===== config.mk =====
export PLATFORM = sky130hd
export DESIGN_NAME = fwd_hazard_unit
export DESIGN_NICKNAME = d
export VERILOG_FILES = /design/src/rtl/fwd_hazard_unit_pkg.sv /design/src/rtl/fwd_hazard_unit_src_match.sv /design/src/rtl/fwd_hazard_unit.sv
export SDC_FILE = /design/constraint.sdc
export NUM_CORES = 1
export LEC_CHECK = 0
export BUFFER_PORTS_ARGS = -buffer_cell sky130_fd_sc_hd__buf_2
export CAP_MARGIN = 30
export CORE_ASPECT_RATIO = 2
export CORE_UTILIZATION = 48
export CTS_CLUSTER_SIZE = 14
export DETAILED_ROUTE_END_ITERATION = 16
export GPL_TIMING_DRIVEN = 1
export PLACE_DENSITY_LB_ADDON = 0.25
export RECOVER_POWER = 25
export SLEW_MARGIN = 20
export SYNTH_ARGS = -nofsm -noshare
export SYNTH_HDL_FRONTEND = slang
export SYNTH_SLANG_ARGS = --single-unit
export TNS_END_PERCENT = 5

===== constraint.sdc =====
create_clock -name clk -period 2.1 [get_ports clk]
set_input_delay 0.42 -clock clk [delete_from_list [all_inputs] [get_ports clk]]
set_output_delay 0.42 -clock clk [all_outputs]
set_load 0.02 [all_outputs]

===== src/rtl/fwd_hazard_unit_pkg.sv =====
// Shared encodings and the shadow-pipeline stage record for the forwarding/hazard unit.
package fwd_pkg;

   // Stage records carry rd at a fixed width; REG_AW of any instance must not exceed it.
   localparam int RD_W_MAX = 8;

   localparam logic [1:0] FWD_NONE = 2'b00;
   localparam logic [1:0] FWD_EX   = 2'b01;
   localparam logic [1:0] FWD_MEM  = 2'b10;
   localparam logic [1:0] FWD_WB   = 2'b11;

   typedef struct packed {
      logic                valid;
      logic [RD_W_MAX-1:0] rd;
      logic                we;
      logic                is_load;
   } stage_t;

   function automatic logic stage_hit(input stage_t s, input logic [RD_W_MAX-1:0] rs);
      return s.valid & s.we & (s.rd == rs);
   endfunction

endpackage


===== src/rtl/fwd_hazard_unit_src_match.sv =====
// Per-source dependency check: picks the youngest matching producer and flags a load-use hazard.
module fwd_src_match
   import fwd_pkg::*;
#(
   parameter int DATA_W      = 8,
   parameter int REG_AW      = 3,
   parameter int FLAG_REG    = 5,
   parameter int ZERO_REG_EN = 0
) (
   input  logic [REG_AW-1:0] rs_i,
   input  stage_t            ex_i,
   input  stage_t            mem_i,
   input  stage_t            wb_i,
   input  logic [DATA_W-1:0] ex_data_i,
   input  logic [DATA_W-1:0] mem_data_i,
   input  logic [DATA_W-1:0] wb_data_i,
   input  logic              flag_i,
   output logic [1:0]        sel_o,
   output logic [DATA_W-1:0] data_o,
   output logic              load_hit_o
);

   logic [RD_W_MAX-1:0] rs_ext;
   logic                is_flag;
   logic                zero_blk;
   logic                hit_ex;
   logic                hit_mem;
   logic                hit_wb;
   logic                unused_bits;

   assign rs_ext   = RD_W_MAX'(rs_i);
   assign is_flag  = (32'(rs_i) == FLAG_REG);
   assign zero_blk = (ZERO_REG_EN != 0) && (rs_i == '0);

   assign hit_ex  = stage_hit(ex_i, rs_ext) & ~zero_blk;
   assign hit_mem = stage_hit(mem_i, rs_ext) & ~zero_blk;
   assign hit_wb  = stage_hit(wb_i, rs_ext) & ~zero_blk;

   // Only the EX stage can still be waiting on load data.
   assign unused_bits = mem_i.is_load ^ wb_i.is_load;

   always_comb begin
      sel_o  = FWD_NONE;
      data_o = '0;
      if (is_flag) begin
         sel_o  = FWD_WB;
         data_o = DATA_W'(flag_i);
      end else if (hit_ex) begin
         sel_o  = FWD_EX;
         data_o = ex_data_i;
      end else if (hit_mem) begin
         sel_o  = FWD_MEM;
         data_o = mem_data_i;
      end else if (hit_wb) begin
         sel_o  = FWD_WB;
         data_o = wb_data_i;
      end
   end

   assign load_hit_o = hit_ex & ex_i.is_load & ~is_flag;

endmodule


===== src/rtl/fwd_hazard_unit.sv =====
// Forwarding and load-use hazard unit with its own EX/MEM/WB destination scoreboard and sticky flag.
module fwd_hazard_unit
   import fwd_pkg::*;
#(
   parameter int DATA_W      = 8,
   parameter int REG_AW      = 3,
   parameter int NUM_SRC     = 2,
   parameter int FLAG_REG    = 5,
   parameter int ZERO_REG_EN = 0,
   parameter int CNT_W       = 16
) (
   input  logic                      clk,
   input  logic                      rst_n,
   input  logic                      id_valid,
   input  logic [NUM_SRC*REG_AW-1:0] id_rs,
   input  logic [REG_AW-1:0]         id_rd,
   input  logic                      id_we,
   input  logic                      id_is_load,
   input  logic                      flush,
   input  logic [DATA_W-1:0]         ex_data,
   input  logic [DATA_W-1:0]         mem_data,
   input  logic [DATA_W-1:0]         wb_data,
   input  logic                      flag_set,
   input  logic                      flag_clr,
   output logic [NUM_SRC*2-1:0]      fwd_sel,
   output logic [NUM_SRC*DATA_W-1:0] fwd_data,
   output logic                      stall,
   output logic                      flag,
   output logic [CNT_W-1:0]          stall_cnt
);

   stage_t             ex_q, ex_d;
   stage_t             mem_q;
   stage_t             wb_q;
   logic               flag_q, flag_d;
   logic [CNT_W-1:0]   cnt_q, cnt_d;
   logic [NUM_SRC-1:0] load_hit;

   for (genvar g = 0; g < NUM_SRC; g++) begin : g_src
      fwd_src_match #(
         .DATA_W      (DATA_W),
         .REG_AW      (REG_AW),
         .FLAG_REG    (FLAG_REG),
         .ZERO_REG_EN (ZERO_REG_EN)
      ) u_match (
         .rs_i       (id_rs[g*REG_AW +: REG_AW]),
         .ex_i       (ex_q),
         .mem_i      (mem_q),
         .wb_i       (wb_q),
         .ex_data_i  (ex_data),
         .mem_data_i (mem_data),
         .wb_data_i  (wb_data),
         .flag_i     (flag_q),
         .sel_o      (fwd_sel[g*2 +: 2]),
         .data_o     (fwd_data[g*DATA_W +: DATA_W]),
         .load_hit_o (load_hit[g])
      );
   end

   // A flushed decode slot can never stall, even if it depends on a load.
   assign stall = id_valid & ~flush & (|load_hit);

   always_comb begin
      ex_d         = '0;
      ex_d.valid   = id_valid & ~flush & ~stall;
      ex_d.rd      = RD_W_MAX'(id_rd);
      ex_d.we      = id_we;
      ex_d.is_load = id_is_load;
   end

   always_comb begin
      flag_d = flag_q;
      if (flag_clr) begin
         flag_d = 1'b0;
      end else if (flag_set) begin
         flag_d = 1'b1;
      end
   end

   always_comb begin
      cnt_d = cnt_q;
      if (stall && (cnt_q != '1)) begin
         cnt_d = cnt_q + CNT_W'(1);
      end
   end

   always_ff @(posedge clk or negedge rst_n) begin
      if (!rst_n) begin
         ex_q   <= '0;
         mem_q  <= '0;
         wb_q   <= '0;
         flag_q <= 1'b0;
         cnt_q  <= '0;
      end else begin
         ex_q   <= ex_d;
         mem_q  <= ex_q;
         wb_q   <= mem_q;
         flag_q <= flag_d;
         cnt_q  <= cnt_d;
      end
   end

   assign flag      = flag_q;
   assign stall_cnt = cnt_q;

endmodule


Word-level counts from Yosys, hierarchy flattened
Index checks and enable logic that the tools add are counted.
{"block": "totals", "mem_bits_rw": 0, "register_bits": 33, "word_cells": 63, "n_memories": 0, "latchBits": 0, "romBits": 0}
{"block": "op_classes", "reduce_logical": 3, "n_lt_le_gt_ge": 0, "n_mul": 0, "bitwise": 20, "div_mod_pow": 0, "shifts": 0, "n_mux": 18, "n_eq_ne": 9, "n_addsub": 1}
{"op": "8-bit 2-to-1 mux", "count": 8}
{"op": "3-bit equality test", "count": 6}
{"op": "16-bit by 1-bit adder with 16-bit output (second input constant)", "count": 1}
{"op": "1-bit AND", "count": 16}
{"op": "2-bit 2-to-1 mux", "count": 8}
{"op": "16-bit != test (second input constant)", "count": 1}
{"op": "3-bit equality test (second input constant)", "count": 2}
{"op": "1-bit inverter", "count": 4}
{"op": "1-bit 2-to-1 mux", "count": 2}
{"op": "2-bit nonzero test", "count": 1}
{"op": "2-bit OR reduction", "count": 1}
{"op": "1-bit logical AND", "count": 1}

Depth between registers and ports, before layout
Gate-level depths: netlist of the first run.
{"block": "depth", "ltp_word": 8, "depth_mapped": 8, "ltp_nobuf": 6}

Modules after synthesis
From an unflattened synthesis of the first run, not the netlist that was laid out.
{"block": "unflattened", "hier_cells": 230, "hier_area_um2": 2282.2}
{"module": "fwd_hazard_unit", "cells_each": 98, "area_each_um2": 1316.3, "n_inst": 1, "seq_area_each_um2": 875.8}
{"module": "fwd_src_match", "cells_each": 66, "area_each_um2": 483.0, "n_inst": 2, "seq_area_each_um2": 0.0}

Worst setup path before layout of the first run
OpenSTA, ideal clock, no wires.
{"block": "synth_path", "path_type": "input port to output port", "start": "in id_rs[5]", "end": "out fwd_data[8]", "t_arrival_ps": 1779, "path_slack_ps": -99, "cell_stages": 6, "n_path_buf": 1, "cell_sequence": "xor2_1 > nor4_1 > nor2b_1 > buf_2 > a221oi_1 > a211oi_1"}
{"block": "synth_via", "elab_chain_cells": 6, "word_cells_on_any_way": 11, "cone_classes": "eq/ne: 4; mux: 4; bitwise: 3"}
{"item": "from (decl)", "line_no": "fwd_hazard_unit.sv:15", "source": "input logic [NUM_SRC*REG_AW-1:0] id_rs,"}
{"item": "3-bit equality test", "line_no": "fwd_hazard_unit_pkg.sv:20", "source": "return s.valid & s.we & (s.rd == rs);"}
{"item": "1-bit AND", "line_no": "fwd_hazard_unit_pkg.sv:20"}
{"item": "8-bit 2-to-1 mux", "line_no": "fwd_hazard_unit_src_match.sv:54", "source": "end else if (hit_wb) begin"}
{"item": "8-bit 2-to-1 mux", "line_no": "fwd_hazard_unit_src_match.sv:51", "source": "end else if (hit_mem) begin"}
{"item": "8-bit 2-to-1 mux", "line_no": "fwd_hazard_unit_src_match.sv:48", "source": "end else if (hit_ex) begin"}
{"item": "8-bit 2-to-1 mux *", "line_no": "fwd_hazard_unit_src_match.sv:45", "source": "if (is_flag) begin"}
{"item": "to (decl)", "line_no": "fwd_hazard_unit.sv:26", "source": "output logic [NUM_SRC*DATA_W-1:0] fwd_data,"}
Mark *: on every way between the ends. The rest lies on a longest branch, timed or not.

Final worst setup path of the first run
{"block": "layout_path", "start": "reg wb_q[4] (netlist bit)", "end": "out fwd_data[8]"}
{"block": "layout_via", "elab_chain_cells": 6}
{"item": "from (decl)", "line_no": "fwd_hazard_unit.sv:34", "source": "stage_t wb_q;"}
{"item": "from (signal assigned)", "line_no": "fwd_hazard_unit.sv:97", "source": "wb_q <= mem_q;"}
{"item": "3-bit equality test", "line_no": "fwd_hazard_unit_pkg.sv:20"}
{"item": "1-bit AND", "line_no": "fwd_hazard_unit_pkg.sv:20"}
{"item": "8-bit 2-to-1 mux", "line_no": "fwd_hazard_unit_src_match.sv:54"}
{"item": "8-bit 2-to-1 mux", "line_no": "fwd_hazard_unit_src_match.sv:51"}
{"item": "8-bit 2-to-1 mux", "line_no": "fwd_hazard_unit_src_match.sv:48"}
{"item": "8-bit 2-to-1 mux", "line_no": "fwd_hazard_unit_src_match.sv:45"}
No other way between the ends.

==> impl_results.md, run 1 <==
- Clock Latency Late Sink: 290 ps
- Endpoints failing hold: 0
- Initial antenna violation count: 0
- RD Place Congestion: 0.829
- Startpoint types: flop
- Final setup violation count: 20
- Max incr delay on CP: 410 ps
- # port buffers: 78
- Synth Warn #: 0
- Fin crit share: 116%
- TritonRoute pass-1 iters: 4
- Total track usage: 29.9%
- Worst Setup SP: wb_q[4]
- Final WL: 6150 um
- Seq/Total Area, Yosys: 41.7%
- Post-Syn Area: 0.00198 mm^2
- Worst Slack Setup Final: -341 ps
- DRT antenna net count: 0
- Worst vdd ir: 0.000653 V
- Core area: 0.00388 mm^2
- Outcome: finished, violations left
- Slew margin rel.: 50.7%
- Clk sinks: 33
- Crit Path Class: flop to primary output
- Top cells by count, synth: dfrtp_1, nor2_1, xor2_1
- Starting DRT DRC Count: 31
- Max Cap Viol: 0
- DR WL/cell: 17.1 um
- Post-synth top area share: 41.7%
- Leak Pwr: 1.46 nW
- First-pass GRT wire length: 9230 um
- RSZ-0062 raised after global routing: yes
- Hold Crit Class: input port to async pin
- Worst-Margin Slew: 739 ps
- # diodes: 0
- Worst hold slack: 188 ps
- Final #Nets: 349
- Failing checks: negative setup slack
- TritonCTS buffer count: 5
- Vias in the first global route: 2058
- DIE WIDTH: 47.4 um
- # IOs: 79
- Seq cells post-synth: 33
- Hold Buf Count CTS: 0
- Die footprint: 0.00440 mm^2
- Total grt overflow: 0
- CP max FO: 5
- Area Overhead vs Synth: 48.5%
- Most used DFF post-synth: dfrtp_1
- Synthesized netlist cell count: 198
- Post-synth EDFFs: 0
- Post-Syn Area per Cell: 9.99 um^2
- CP Data Required Time: 1680 ps
- Setup Skew: 10.4 ps
- Clock buffer depth: 2
- Root Buffer: clkbuf_8
- DRC viols: 0
- Post-DP HPWL: 4340 um
- Die Height: 92.8 um
- CP cell instances: xor2_1 -> nor4_2 -> nor2b_4 -> buf_6 -> a221oi_2 -> a211oi_2 -> buf_4
- Syn nets: 240
- Worst r2r src: ex_q[3]
- Final Core Density: 75.6%
- Final min period: 2440 ps
- Yosys top cell by area: dfrtp_1
- Pin count of the biggest net entering global routing: 34
- Critical-path top delay cell: dfrtp_1
- Clock transition at path regs: 70 ps
- Power Density: 529 mW/mm^2
- Max-slew violations: 0
- Layout cells sized above 1: 50.6%
- Initial Util: 50.9%
- Count leader, synth: dfrtp_1
- Via count: 2076
- Fill count: 288
- # rows: 32
- Vias per cell: 5.78
- Htree depth: 2
- Share of async-settable or async-resettable flops after synthesis: 100%
- Critical path endpoint category: primary output
- CTS tree: built
- Cell variety after synth: 42
- F_max: 410 MHz
- Top post-synthesis cells by area: dfrtp_1, xor2_1, a221oi_1, nor2_1, o21ai_0
- Crit path DAT: 2020 ps
==> critical path: cells and delay by family, from the launching register on <==
kind | cells | cell delay, ps
buffers and inverters | 2 | 320
xor gates and xnor gates | 1 | 160
and+or+nand+nor | 2 | 620
AOI/OAI and AO/OA | 2 | 220
DFF | 1 | 410
==> cells in the final DEF (no fill, tap or decap), types with 3 or more instances in the layout <==
| cell | count |
|---|---|
| a221oi_2 | 14 |
| buf_2 | 68 |
| buf_4 | 36 |
| buf_6 | 5 |
| clkbuf_8 | 6 |
| dfrtp_1 | 33 |
| nand2_1 | 13 |
| nand3_1 | 4 |
| nand3b_1 | 3 |
| nand4_1 | 6 |
| nor2_1 | 24 |
| nor3_1 | 4 |
| nor4_2 | 6 |
| o21ai_0 | 16 |
| or2_2 | 3 |
| xnor2_1 | 9 |
| xor2_1 | 19 |
==> registers in the layout (all words and copies together), names as in the netlist <==
| signal | flops |
|---|---|
| stall_cnt | 16 |
| ex_q | 6 |
| mem_q | 5 |
| wb_q | 5 |
| flag | 1 |
==> layout make-up <==
class	instances	area, um^2	share of cell area [%]
multi-input cells	155	1240	42.1
flip-flops and latches	33	826	28.1
repair buffers	110	687	23.4
clock buffers	7	86.3	2.94
well taps	51	63.8	2.17
clock inverters	1	30.0	1.02
inverters	2	7.51	0.256
==> what timing repair did <==
item / in CTS / in global routing
setup endpoints to repair: 20 / 22
setup buffers: 3 / 1
resized for setup: 20 / 20
gates cloned: 1 / 0
pin swaps: 4 / 6
==> power by group <==
group	switching, mW	leakage (nW)	internal (mW)
Clock	0.228	0.0585	0.387
Combinational	0.146	0.983	0.115
Sequential	0.0210	0.420	0.658
==> through the flow <==
stage	setup TNS [ps]	cells	worst slack, ps	cell area, um^2	power (mW)
after floorplan	-71.5	198	-71.5	1980	0.796
after global placement	-2780	347	-237	2610	0.913
after detailed placement	-3370	347	-262	2610	0.917
after CTS	-5110	358	-298	2850	1.55
after global routing	-7540	359	-442	2940	1.62
final	-5950	359	-341	2940	1.55
==> metal layers <==
layer  vias to the layer above  wire length, um  GRT usage, %  part of all wire (%)
li1                        954                -             -                     -
met1                      1016             2070          27.1                    34
met2                        90             3600          57.2                    59
met3                        16              304          5.26                   4.9
met4                         0              175          12.9                   2.8
met5                         -                0             0                     0
==> final timing paths <==
check / endpoint / slack [ps] / cells after the start
setup / recovery: fwd_data[8] / -340 / 7
hold / removal: stall_cnt[4] / 190 / 1
setup reg to reg: stall_cnt[5] / 150 / 5
hold reg to reg: mem_q[1] / 360 / 0
max in group asynchronous: ex_q[3] / 1430 / 1
min in group clk: ex_q[1] / 240 / 1
==> kinds of logic (layout without fill, tap and decap cells) <==
logic type | Yosys count | in the layout | synth area share (%)
XOR/XNOR | 31 | 31 | 14.5
flip-flops | 33 | 33 | 41.7
AO/OA/AOI/OAI | 43 | 43 | 15.7
buffers and inverters | 10 | 120 | 2.85
adder cells (fa/ha/maj) | 1 | 1 | 0.632
AND/OR/NAND/NOR | 79 | 79 | 24.0
multiplexers | 1 | 1 | 0.569
Note: power is estimated with default switching activity, not from simulation.
==> run 2, diff against run 1 <==
--- a/config.mk
+++ b/config.mk
@@ -11,9 +11,8 @@
 export CORE_UTILIZATION = 48
 export CTS_CLUSTER_SIZE = 14
 export DETAILED_ROUTE_END_ITERATION = 16
-export GPL_TIMING_DRIVEN = 1
+export GPL_TIMING_DRIVEN = 0
 export PLACE_DENSITY_LB_ADDON = 0.25
-export RECOVER_POWER = 25
 export SLEW_MARGIN = 20
 export SYNTH_ARGS = -nofsm -noshare
 export SYNTH_HDL_FRONTEND = slang
==> run 2 against run 1 <==
- total power decreased by 11%
- cell area decreased by 5.7%
- wire length decreased by 9.5%
- clock power decreased by 26%
- clock skew decreased by 2.0 ps
- the run still ends with negative setup slack left
- sequential power about the same
- first-iteration DRC count increased by 26%
- critical path depth unchanged
- highest routed layer unchanged
- sequential share of layout area increased by 1.7 points
- core utilization decreased by 4.3 points
- flip-flop and latch count unchanged
- critical path type unchanged
- via count decreased by 7.7%
==> impl_results.md, run 2 (synthesis gave the netlist of run 1 again) <==
- Outcome: finished, violations left (unchanged)
- First-pass GRT wire length: 8160 um (was 9230 um)
- Crit path DAT: 2000 ps (was 2020 ps)
- Pint: 0.987 mW (was 1.16 mW)
- Max Cap Viol: 0 (unchanged)
- Crit Path Class: flop to primary output (unchanged)
- Flop pwr share: 49.2% (was 43.7%)
- Worst vdd ir: 0.000546 V (was 0.000653 V)
- CP Buf/Inv Count: 2 (unchanged)
- Max-slew violations: 0 (unchanged)
- Critical-path top delay cell: dfrtp_1 (unchanged)
- RSZ-0062 raised after global routing: yes (unchanged)
- Sw Share: 28.4% (was 25.4%)
- Pin count of the biggest net entering global routing: 34 (unchanged)
- Total grt overflow: 0 (unchanged)
- Total Power: 1.38 mW (was 1.55 mW)
- Htree depth: 2 (unchanged)
- Final WL: 5570 um (was 6150 um)
- Clock transition at path regs: 70 ps (about the same)
- Clock buffer depth: 2 (unchanged)
- Slew margin rel.: 52.7% (was 50.7%)
- DRT antenna net count: 0 (unchanged)
- DR WL/cell: 16.3 um (was 17.1 um)
- Setup Skew: 8.36 ps (was 10.4 ps)
- Vias per cell: 5.62 (was 5.78)
- Clk sinks: 33 (unchanged)
- DRC viols: 0 (unchanged)
- Power Density: 498 mW/mm^2 (was 529 mW/mm^2)
- Worst Slack Setup Final: -324 ps (was -341 ps)
- Footprint of the multi-input gates: 0.00126 mm^2 (was 0.00124 mm^2)
- Startpoint types: flop (unchanged)
- Reg area: 826 um^2 (unchanged)
- Worst hold slack: 186 ps (was 188 ps)
- Most common cell after layout, fill and taps aside: buf_2 (unchanged)
- DIE WIDTH: 47.4 um (unchanged)
- Vias in the first global route: 1892 (was 2058)
- Hold Crit Class: input port to async pin (unchanged)
- # IOs: 79 (unchanged)
- Fill count: 313 (was 288)
- Layout cells sized above 1: 47.2% (was 50.6%)
- Clock Latency Late Sink: 280 ps (was 290 ps)
- CP max FO: 9 (was 5)
- RD Place Congestion: 0.781 (was 0.829)
- Initial Util: 50.9% (unchanged)
- Die Height: 92.8 um (unchanged)
- Fin crit share: 115% (was 116%)
- Core area: 0.00388 mm^2 (unchanged)
- F_max: 412 MHz (was 410 MHz)
- Area Overhead vs Synth: 40.0% (was 48.5%)
- Final #Nets: 331 (was 349)
- Switching power: 0.392 mW (was 0.395 mW)
- # rows: 32 (unchanged)
- Worst-Margin Slew: 710 ps (was 739 ps)
- Max incr delay on CP: 420 ps (was 410 ps)
- Endpoints failing hold: 0 (unchanged)
- Setup_tns: -4460 ps (was -5950 ps)
- Failing checks: negative setup slack (unchanged)
- Largest register FFs: 16 (unchanged)
- CP Data Required Time: 1680 ps (about the same)
- Clk pwr share: 33.2% (was 39.5%)
- Worst r2r src: stall_cnt[0] (was ex_q[3])
- CP cell instances: xor2_1 -> nor4_4 -> nor2b_1 -> buf_4 -> a221oi_1 -> nor2_1 -> buf_2 (was xor2_1 -> nor4_2 -> nor2b_4 -> buf_6 -> a221oi_2 -> a211oi_2 -> buf_4)
- Starting DRT DRC Count: 39 (was 31)
- # diodes: 0 (unchanged)
- Final setup violation count: 21 (was 20)
- Via count: 1916 (was 2076)
- Root Buffer: clkbuf_8 (unchanged)
- Logic pwr share: 17.6% (was 16.8%)
- Final min period: 2420 ps (was 2440 ps)
- # port buffers: 78 (unchanged)
- TritonRoute pass-1 iters: 4 (unchanged)
- TritonCTS buffer count: 5 (unchanged)
- Largest delay share family, worst path: simple AND/OR/NAND/NOR gates (unchanged)
- Leak Pwr: 1.36 nW (was 1.46 nW)
- Die footprint: 0.00440 mm^2 (unchanged)
- Initial antenna violation count: 0 (unchanged)
- Post-DP HPWL: 3880 um (was 4340 um)
- Worst Setup SP: mem_q[3] (was wb_q[4])
- CTS tree: built (unchanged)
- Total track usage: 26.3% (was 29.9%)
- Most frequent cells in the layout: buf_2, dfrtp_1, nor2_1 (was buf_2, buf_4, dfrtp_1)
- Critical path endpoint category: primary output (unchanged)
[run 2: changes by cell type in the layout (fill, tap and decap cells not counted), sizes merged]
cell / before / now
buf: 110 / 89
bufinv: 1 / 0
clkbuf: 7 / 8
clkinv: 0 / 2
clkinvlp: 0 / 1
[run 2: what timing repair did]
action                     CTS  global route
pin swaps                    8             8
buffers inserted             3             2
hold endpoints to repair     0             0
hold buffers                 0             0
cloned                       1             0
resized for setup           23            19
setup endpoints to repair   21            22
[run 2: power by group through the flow]
stage,Combinational [mW],Sequential (mW),Clock [mW]
after floorplan,0.102,0.694,0
after global placement,0.204,0.689,0
after detailed placement,0.207,0.690,0
after CTS,0.224,0.679,0.478
after global routing,0.261,0.681,0.510
final,0.242,0.679,0.458
[run 2: final cells by class]
class	instances	area share (%)
Clock buffer	5	2.49
Clock inverter	3	0.633
Timing Repair Buffer	84	16.8
Tap cell	51	2.30
Sequential cell	33	29.8
Multi-Input combinational cell	155	45.5
Buffer	8	2.12
Inverter	2	0.271
[run 2: stage by stage]
stage	utilization (%)	area [um^2]	worst slack (ps)	instances
finish	71.3	2770	-324	341
global route	71.3	2770	-414	341
floorplan	-	1980	-71.5	198
detailed placement	62.8	2440	-509	327
global placement	62.8	2440	-503	327
CTS	68.4	2660	-283	339
[run 2: metal layers]
layer / up-vias / GRT usage (%) / wire (um)
li1: 914 / - / -
met1: 893 / 24.1 / 1980
met2: 97 / 50.1 / 3210
met3: 12 / 3.51 / 261
met4: 0 / 12.9 / 120
met5: - / 0 / 0
[run 2: worst paths after layout]
| check | to | slack, ps | cells after the start |
|---|---|---|---|
| min | stall_cnt[4] | 190 | 1 |
| max reg2reg | stall_cnt[5] | 140 | 6 |
| max | fwd_data[13] | -320 | 7 |
| min reg2reg | mem_q[10] | 370 | 0 |
| max in group asynchronous | ex_q[4] | 1450 | 1 |
| min in group clk | ex_q[3] | 240 | 1 |
